--- src/rtl/wb_commit_stage.sv ---
// Write-back/commit stage: retires one instruction per handshake into the register file,
// commits CP0 reads/writes, raises exception/eret flush pulses, and drives forwarding and trace.
module wb_commit_stage #(
    parameter int unsigned XLEN       = 32,
    parameter int unsigned REG_AW     = 5,
    parameter int unsigned CP0_AW     = 8,
    parameter int unsigned CP0_RD_LAT = 1
) (
    input  logic              clk,
    input  logic              resetn,
    input  logic              ms_to_ws_valid,
    output logic              ws_allowin,
    input  logic [XLEN-1:0]   ms_pc,
    input  logic [XLEN-1:0]   ms_result,
    input  logic [XLEN-1:0]   ms_rt_value,
    input  logic [XLEN-1:0]   ms_badvaddr,
    input  logic              ms_gr_we,
    input  logic              ms_res_from_cp0,
    input  logic              ms_mtc0_we,
    input  logic              ms_ex,
    input  logic              ms_bd,
    input  logic              ms_eret,
    input  logic [REG_AW-1:0] ms_dest,
    input  logic [CP0_AW-1:0] ms_cp0_addr,
    input  logic [4:0]        ms_excode,
    output logic [CP0_AW-1:0] cp0_addr,
    output logic              cp0_rd_req,
    input  logic [XLEN-1:0]   cp0_rdata,
    output logic              cp0_we,
    output logic [XLEN-1:0]   cp0_wdata,
    output logic              wb_ex,
    output logic [4:0]        wb_excode,
    output logic [XLEN-1:0]   wb_badvaddr,
    output logic [XLEN-1:0]   wb_pc,
    output logic              wb_bd,
    output logic              eret_flush,
    output logic              rf_we,
    output logic [REG_AW-1:0] rf_waddr,
    output logic [XLEN-1:0]   rf_wdata,
    output logic              fwd_valid,
    output logic              fwd_blocking,
    output logic [REG_AW-1:0] fwd_dest,
    output logic [XLEN-1:0]   fwd_data,
    output logic [31:0]       debug_wb_pc,
    output logic [3:0]        debug_wb_rf_wen,
    output logic [4:0]        debug_wb_rf_wnum,
    output logic [31:0]       debug_wb_rf_wdata
);

    localparam int unsigned CNT_W = 3;
    localparam logic [CNT_W-1:0] LAT = CNT_W'(CP0_RD_LAT);

    logic              ws_valid;
    logic [CNT_W-1:0]  cnt;

    logic [XLEN-1:0]   pc_q;
    logic [XLEN-1:0]   result_q;
    logic [XLEN-1:0]   rt_value_q;
    logic [XLEN-1:0]   badvaddr_q;
    logic              gr_we_q;
    logic              res_from_cp0_q;
    logic              mtc0_we_q;
    logic              ex_q;
    logic              bd_q;
    logic              eret_q;
    logic [REG_AW-1:0] dest_q;
    logic [CP0_AW-1:0] cp0_addr_q;
    logic [4:0]        excode_q;

    logic ready_go;
    logic commit_ok;
    logic flush;
    logic accept;
    logic dest_nz;

    assign ready_go   = !(ws_valid && res_from_cp0_q && !ex_q && (cnt != '0));
    assign ws_allowin = !ws_valid || ready_go;
    assign commit_ok  = ws_valid && ready_go && !ex_q && !eret_q;
    assign flush      = wb_ex || eret_flush;
    assign accept     = ms_to_ws_valid && ws_allowin && !flush;
    assign dest_nz    = (dest_q != '0);

    // Valid bit and mfc0 wait counter; a flush wins over any offered transfer
    always_ff @(posedge clk) begin
        if (!resetn) begin
            ws_valid <= 1'b0;
            cnt      <= '0;
        end else if (flush) begin
            ws_valid <= 1'b0;
            cnt      <= '0;
        end else if (ws_allowin) begin
            ws_valid <= ms_to_ws_valid;
            cnt      <= (ms_to_ws_valid && ms_res_from_cp0 && !ms_ex) ? LAT : '0;
        end else if (cnt != '0) begin
            cnt <= cnt - CNT_W'(1);
        end
    end

    always_ff @(posedge clk) begin
        if (!resetn) begin
            pc_q           <= '0;
            result_q       <= '0;
            rt_value_q     <= '0;
            badvaddr_q     <= '0;
            gr_we_q        <= 1'b0;
            res_from_cp0_q <= 1'b0;
            mtc0_we_q      <= 1'b0;
            ex_q           <= 1'b0;
            bd_q           <= 1'b0;
            eret_q         <= 1'b0;
            dest_q         <= '0;
            cp0_addr_q     <= '0;
            excode_q       <= '0;
        end else if (accept) begin
            pc_q           <= ms_pc;
            result_q       <= ms_result;
            rt_value_q     <= ms_rt_value;
            badvaddr_q     <= ms_badvaddr;
            gr_we_q        <= ms_gr_we;
            res_from_cp0_q <= ms_res_from_cp0;
            mtc0_we_q      <= ms_mtc0_we;
            ex_q           <= ms_ex;
            bd_q           <= ms_bd;
            eret_q         <= ms_eret;
            dest_q         <= ms_dest;
            cp0_addr_q     <= ms_cp0_addr;
            excode_q       <= ms_excode;
        end
    end

    // CP0 side
    assign cp0_addr   = cp0_addr_q;
    assign cp0_rd_req = ws_valid && res_from_cp0_q && !ex_q;
    assign cp0_we     = commit_ok && mtc0_we_q;
    assign cp0_wdata  = rt_value_q;

    // Exception / eret; exception takes priority
    assign wb_ex       = ws_valid && ex_q;
    assign wb_excode   = excode_q;
    assign wb_badvaddr = badvaddr_q;
    assign wb_pc       = pc_q;
    assign wb_bd       = bd_q;
    assign eret_flush  = ws_valid && eret_q && !ex_q;

    // Register file write; r0 is never written
    assign rf_wdata = res_from_cp0_q ? cp0_rdata : result_q;
    assign rf_we    = commit_ok && gr_we_q && dest_nz;
    assign rf_waddr = dest_q;

    assign fwd_valid    = ws_valid && gr_we_q && !ex_q && !eret_q && dest_nz;
    assign fwd_blocking = fwd_valid && res_from_cp0_q && (cnt != '0);
    assign fwd_dest     = dest_q;
    assign fwd_data     = rf_wdata;

    assign debug_wb_pc       = 32'(pc_q);
    assign debug_wb_rf_wen   = {4{rf_we}};
    assign debug_wb_rf_wnum  = 5'(dest_q);
    assign debug_wb_rf_wdata = 32'(rf_wdata);

endmodule

--- config.mk ---
export PLATFORM = sky130hd
export DESIGN_NAME = wb_commit_stage
export DESIGN_NICKNAME = d
export VERILOG_FILES = /design/src/rtl/wb_commit_stage.sv
export SDC_FILE = /design/constraint.sdc
export NUM_CORES = 1
export LEC_CHECK = 0
export CAP_MARGIN = 30
export CORE_AREA = 2 2 174 176
export CTS_CLUSTER_SIZE = 12
export DETAILED_ROUTE_END_ITERATION = 10
export DIE_AREA = 0 0 176 178
export GPL_TIMING_DRIVEN = 0
export PLACE_DENSITY = 0.73
export SLEW_MARGIN = 20
export SYNTH_ARGS = -nofsm -noshare
export SYNTH_HDL_FRONTEND = slang
export SYNTH_SLANG_ARGS = --single-unit
--- constraint.sdc ---
create_clock -name clk -period 2.65 [get_ports clk]
set_input_delay 0.53 -clock clk [delete_from_list [all_inputs] [get_ports clk]]
set_output_delay 0.53 -clock clk [all_outputs]
set_load 0.01 [all_outputs]
Word-level counts from Yosys, hierarchy flattened. Index checks and enable logic that the tools add are counted.

Bitwise operators: 1. Add/sub/neg operators: 1. Reductions and logical operators: 34. Multiplexer cells: 4.

Operator list (number): 32-bit two-way mux (1); 1-bit logical AND (22); 1-bit zero test (6); 3-bit two-way mux (2); 5-bit nonzero test (1); 3-bit nonzero test (1); 3-bit by 1-bit subtractor with 3-bit output (second input constant) (1); 1-bit logical OR (2); 2-bit nonzero test (1); 2-bit OR reduction (1); 1-bit two-way mux (1); 1-bit inverter (1).

Input port bits: 187. Register bits after elaboration: 156. Output and inout bits: 265.

Depth between registers and ports, before layout.
Depth after elaboration: 9. Gate-level depth with buffers: 9. Gate-level depth less buffers: 6.

Worst setup path before layout. No wires, ideal clock.

Path kind: register to output. Start: register cnt[0]. End: output port debug_wb_rf_wen[0]. Cell stages (with the launch flop): 9. Arrival: 1.464 ns. Buffers on the path: 3. Slack: 0.656 ns. Path through: dfxtp_1 inv_1 ha_1 ha_1 nor2b_1 buf_6 buf_2 nor2_1 buf_4.

Cells in the longest elaborated chain, start to end: 8.

Ends and longest elaborated chain: start, declared (RTL line 54) `logic [CNT_W-1:0] cnt;`; start signal, assigned (RTL line 93) `cnt <= (ms_to_ws_valid && ms_res_from_cp0 && !ms_ex) ? LAT : '0;`; start signal, assigned (RTL line 95) `cnt <= cnt - CNT_W'(1);`; 3-bit nonzero test (RTL line 76) `assign ready_go = !(ws_valid && res_from_cp0_q && !ex_q && (cnt != '0));`; 1-bit logical AND (RTL line 76); 1-bit zero test (RTL line 76); 1-bit logical AND (3 in series) (RTL line 78) `assign commit_ok = ws_valid && ready_go && !ex_q && !eret_q;`; 1-bit logical AND (2 in series) (RTL line 147) `assign rf_we = commit_ok && gr_we_q && dest_nz;`; end, declared (RTL line 45) `output logic [3:0] debug_wb_rf_wen,`.

Every way passes these cells.

Worst setup path in the final report.
Start: register res_from_cp0_q. End: output port fwd_data[18].

Cells in the longest elaborated chain, start to end: 1.

Ends and longest elaborated chain: start, declared (RTL line 61) `logic res_from_cp0_q;`; start signal, assigned (RTL line 120) `res_from_cp0_q <= ms_res_from_cp0;`; 32-bit two-way mux (RTL line 146) `assign rf_wdata = res_from_cp0_q ? cp0_rdata : result_q;`; end, declared (RTL line 43) `output logic [XLEN-1:0] fwd_data,`.

Every way passes these cells.

==> impl_metrics.yaml <==
power_and_ir_drop:
  pwr_density_cell_nw_per_um2: 483
  power.clock.fraction: 0.294
  p_sw_w: 0.00282
  power.share.switching: 0.338
  power.leakage_nw: 7.87
  power.share.combinational: 0.364
  seq_power_share: 0.342
  worst_ir_drop_vdd_mv: 0.399
  report.power.total_w: 0.00835
  internal_power_w: 0.00552
clocking:
  cts_made_buffers: 17
  cts.sinks: 156
  htreeDepth: 4
  clk_path_buf_depth: 2
  clock_tree.root_cell: "clkbuf_16"
  cts_tree: "built"
  later_pin_clock_latency_in_the_skew_report_ns: 0.44
  clk_pin_slew_worst_paths_ns: 0.07
critical_path:
  cp_cell_sequence: "buf_8, buf_12, mux2_2, buf_4, clkdlybuf4s50_1"
  r2r_start: "cnt[0]"
  cp_max_fo: 10
  timing.reg2reg.worst_path_depth: 9
  crit-reg2reg-capture: "debug_wb_pc[27]"
  reg2reg_slack_ns: 0.50
  cp_slowest_cell: "clkdlybuf4s50_1"
  worst_setup_sp_type: "flip-flop"
  criticalPathCategory: "reg -> out"
  critPathMaxStageDelay_ns: 0.46
  worstSetupEndpointType: "primary output"
  data_arrival_time_of_the_critical_path_ns: 2.11
  cp_data_required_time_ns: 2.12
grt:
  grt_first_pass_wirelength_um: 76100
  grt_max_degree: 20
  grt_util_all_layers: 0.306
  antenna_found_initial: 1
  globalRoute.totalOverflow: 0
  first_global_vias: 13200
yosys:
  synthesis.area_per_instance_um2: 8.05
  postSynthRegisterBits: 156
  yosysWarnings: 0
  yosys-top-cells-area: "dfxtp_1 (27%), nand3_1 (13%), and3b_1 (11%)"
  syn_inst: 1440
  synthDistinctLibCells: 32
  area_share_of_the_largest_cell_type_after_synthesis: 0.269
  postSynthNetCount: 1629
  syn-cell-area_um2: 11600
  synth.yosys.seq_area_share: 0.269
  synthDominantAreaCellType: "dfxtp_1"
drt:
  routed_wire_length_per_instance_um: 21.8
  via_count: 14100
  detail_route.first_pass.iterations: 6
  drc: 0
  final_antenna_net_count: 0
  routed_wl_um: 50500
  vias_per_cell: 6.06
  initialDrtViolationCount: 1579
min_path:
  min_delay_worst_endpoint: "result_q[12]"
  hold_path.class: "reg -> reg"
  hold_start: "result_q[12]"
  hold_path_depth: 2
timing:
  relSlewSlack: 0.524
  grt_setup_unrepaired: "yes"
  finalHoldViolCount: 0
  achievable-frequency_mhz: 379
  post-route-min-period_ns: 2.64
  setup_skew_ns: 0.0180
  finalSetupViolCount: 0
  finalMaxSlewViolations: 0
  worst_pin_slew_ns: 0.714
  final_min_period_over_clock_period: 0.995
placed_design:
  post-place-cells: 2280
  i_o_buffers: 450
  hpwl_um: 37000
  gp_congestion: 0.939
floorplan:
  initial_utilization: 0.394
  total_i_o_pin_count: 452
  die_width_um: 176
  total_die_area_um2: 31300
  num_rows: 63
  core_area_um2: 29400
  floorplan.die.height_um: 178
cells_and_area:
  final_common_cell: "clkdlybuf4s50_1"
  fillers: 2681
  sequential_cell_area_um2: 3130
  drive_above_1_share: 0.165
  stdcell_count: 2319
  synthToLayoutAreaGrowth_pct: 49.0
  finish.net_count: 2104
  layout_common_cells: "clkdlybuf4s50_1 (421), nand3_1 (302), dfxtp_1 (152)"
  multiInputGateArea_um2: 6610
run:
  timing.max_cap.violations: 0
outcome:
  status: "finished, final reports clean"
[how the worst max path moves through the flow]
stage | start | endpoint | slack [ns] | cells past startpoint
3_5_place_dp | ws_valid | debug_wb_rf_wen[1] | -0.23 | 6
3_3_place_gp | ws_valid | debug_wb_rf_wen[1] | -0.25 | 6
5_1_grt | res_from_cp0_q | fwd_data[18] | -0.03 | 5
2_1_floorplan | cnt[0] | debug_wb_rf_wen[0] | 0.66 | 8
6_report | res_from_cp0_q | fwd_data[18] | 0.01 | 5
4_1_cts | res_from_cp0_q | fwd_data[18] | -0.04 | 5
[worst max-delay path, delay by kind of cell (launching register included)]
kind,cells,cell delay (ns)
flip-flops,1,0.36
buffers and inverters,4,0.92
multiplexers,1,0.38
[power groups by stage]
stage / Combinational [W] / Sequential, W / Clock, W
3_3_place_gp: 0.00296 / 0.00289 / 0
4_1_cts: 0.00302 / 0.00284 / 0.00245
3_5_place_dp: 0.00299 / 0.00290 / 0
2_1_floorplan: 0.00135 / 0.00290 / 0
6_report: 0.00304 / 0.00285 / 0.00245
5_1_grt: 0.00322 / 0.00288 / 0.00256
[cell type report]
cell class,count,area share
well taps,390,0.0282
plain buffers,312,0.111
multi-input cells,964,0.382
flip-flops and latches,156,0.181
clock inverters,14,0.00717
repair buffers,459,0.263
clock buffers,18,0.0254
inverters,5,0.00109
diodes,1,0.000145
[state kept, by name, summed over array words and instances (netlist names), 3 cells and up]
| register | cells |
|---|---|
| debug_wb_rf_wnum | 5 |
| cp0_wdata | 32 |
| result_q | 32 |
| debug_wb_pc | 32 |
| wb_badvaddr | 32 |
| wb_excode | 5 |
| cnt | 3 |
| cp0_addr | 8 |
[logic make-up (layout without fill, tap and decap cells)]
family | Yosys count | after routing | share of synthesized area
simple gates | 624 | 624 | 0.335
buf+inv | 320 | 808 | 0.164
compound gates | 305 | 305 | 0.197
flops | 156 | 156 | 0.269
mux | 33 | 33 | 0.0319
fa+ha+maj | 2 | 2 | 0.00216
other cells | 0 | 1 | 0
[metrics by stage]
step / setup WS [ns] / setup TNS (ns) / hold slack (ns) / instance area [µm²] / utilization
after floorplan: 0.656 / 0 / 0.482 / 11600 / -
after global placement: -0.251 / -1.05 / 0.495 / 16600 / 0.564
after detailed placement: -0.232 / -0.990 / 0.510 / 16600 / 0.564
after CTS: -0.0402 / -0.440 / 0.519 / 17200 / 0.586
after global routing: -0.0263 / -0.0926 / 0.540 / 17300 / 0.588
final: 0.0130 / 0 / 0.514 / 17300 / 0.588
[repair_timing]
item,4_1_cts,5_1_grt
pin swaps,2,1
endpoints found under the setup margin,80,60
hold endpoints to repair,0,0
cloned,0,1
setup buffers,6,2
resized for setup,34,38
hold buffers,0,0
[cell usage after synthesis]
library cell	n
nand3_1	302
dfxtp_1	156
and3_1	151
a31oi_1	149
and3b_1	149
o2111ai_1	149
buf_4	111
clkbuf_1	87
buf_2	82
mux2_2	32
buf_6	24
buf_1	11
inv_1	5
nand2_1	4
nor2_1	4
nor2b_1	4
and2_1	3
ha_1	2
o22ai_1	2
a21boi_0	1
a311o_1	1
and4bb_2	1
mux2i_1	1
nand2b_1	1
nand3b_1	1
nor2_2	1
nor3b_1	1
o211a_1	1
o211ai_1	1
o21ai_0	1
or2_1	1
or4_1	1
[layer usage]
layer | track usage | wire length (µm) | part of all wire
met1 | 0.394 | 20600 | 0.41
met2 | 0.504 | 23800 | 0.47
met3 | 0.0691 | 4670 | 0.092
met4 | 0.110 | 1500 | 0.030
met5 | 0 | 0 | 0
Note: power is estimated with default switching activity, not from simulation.
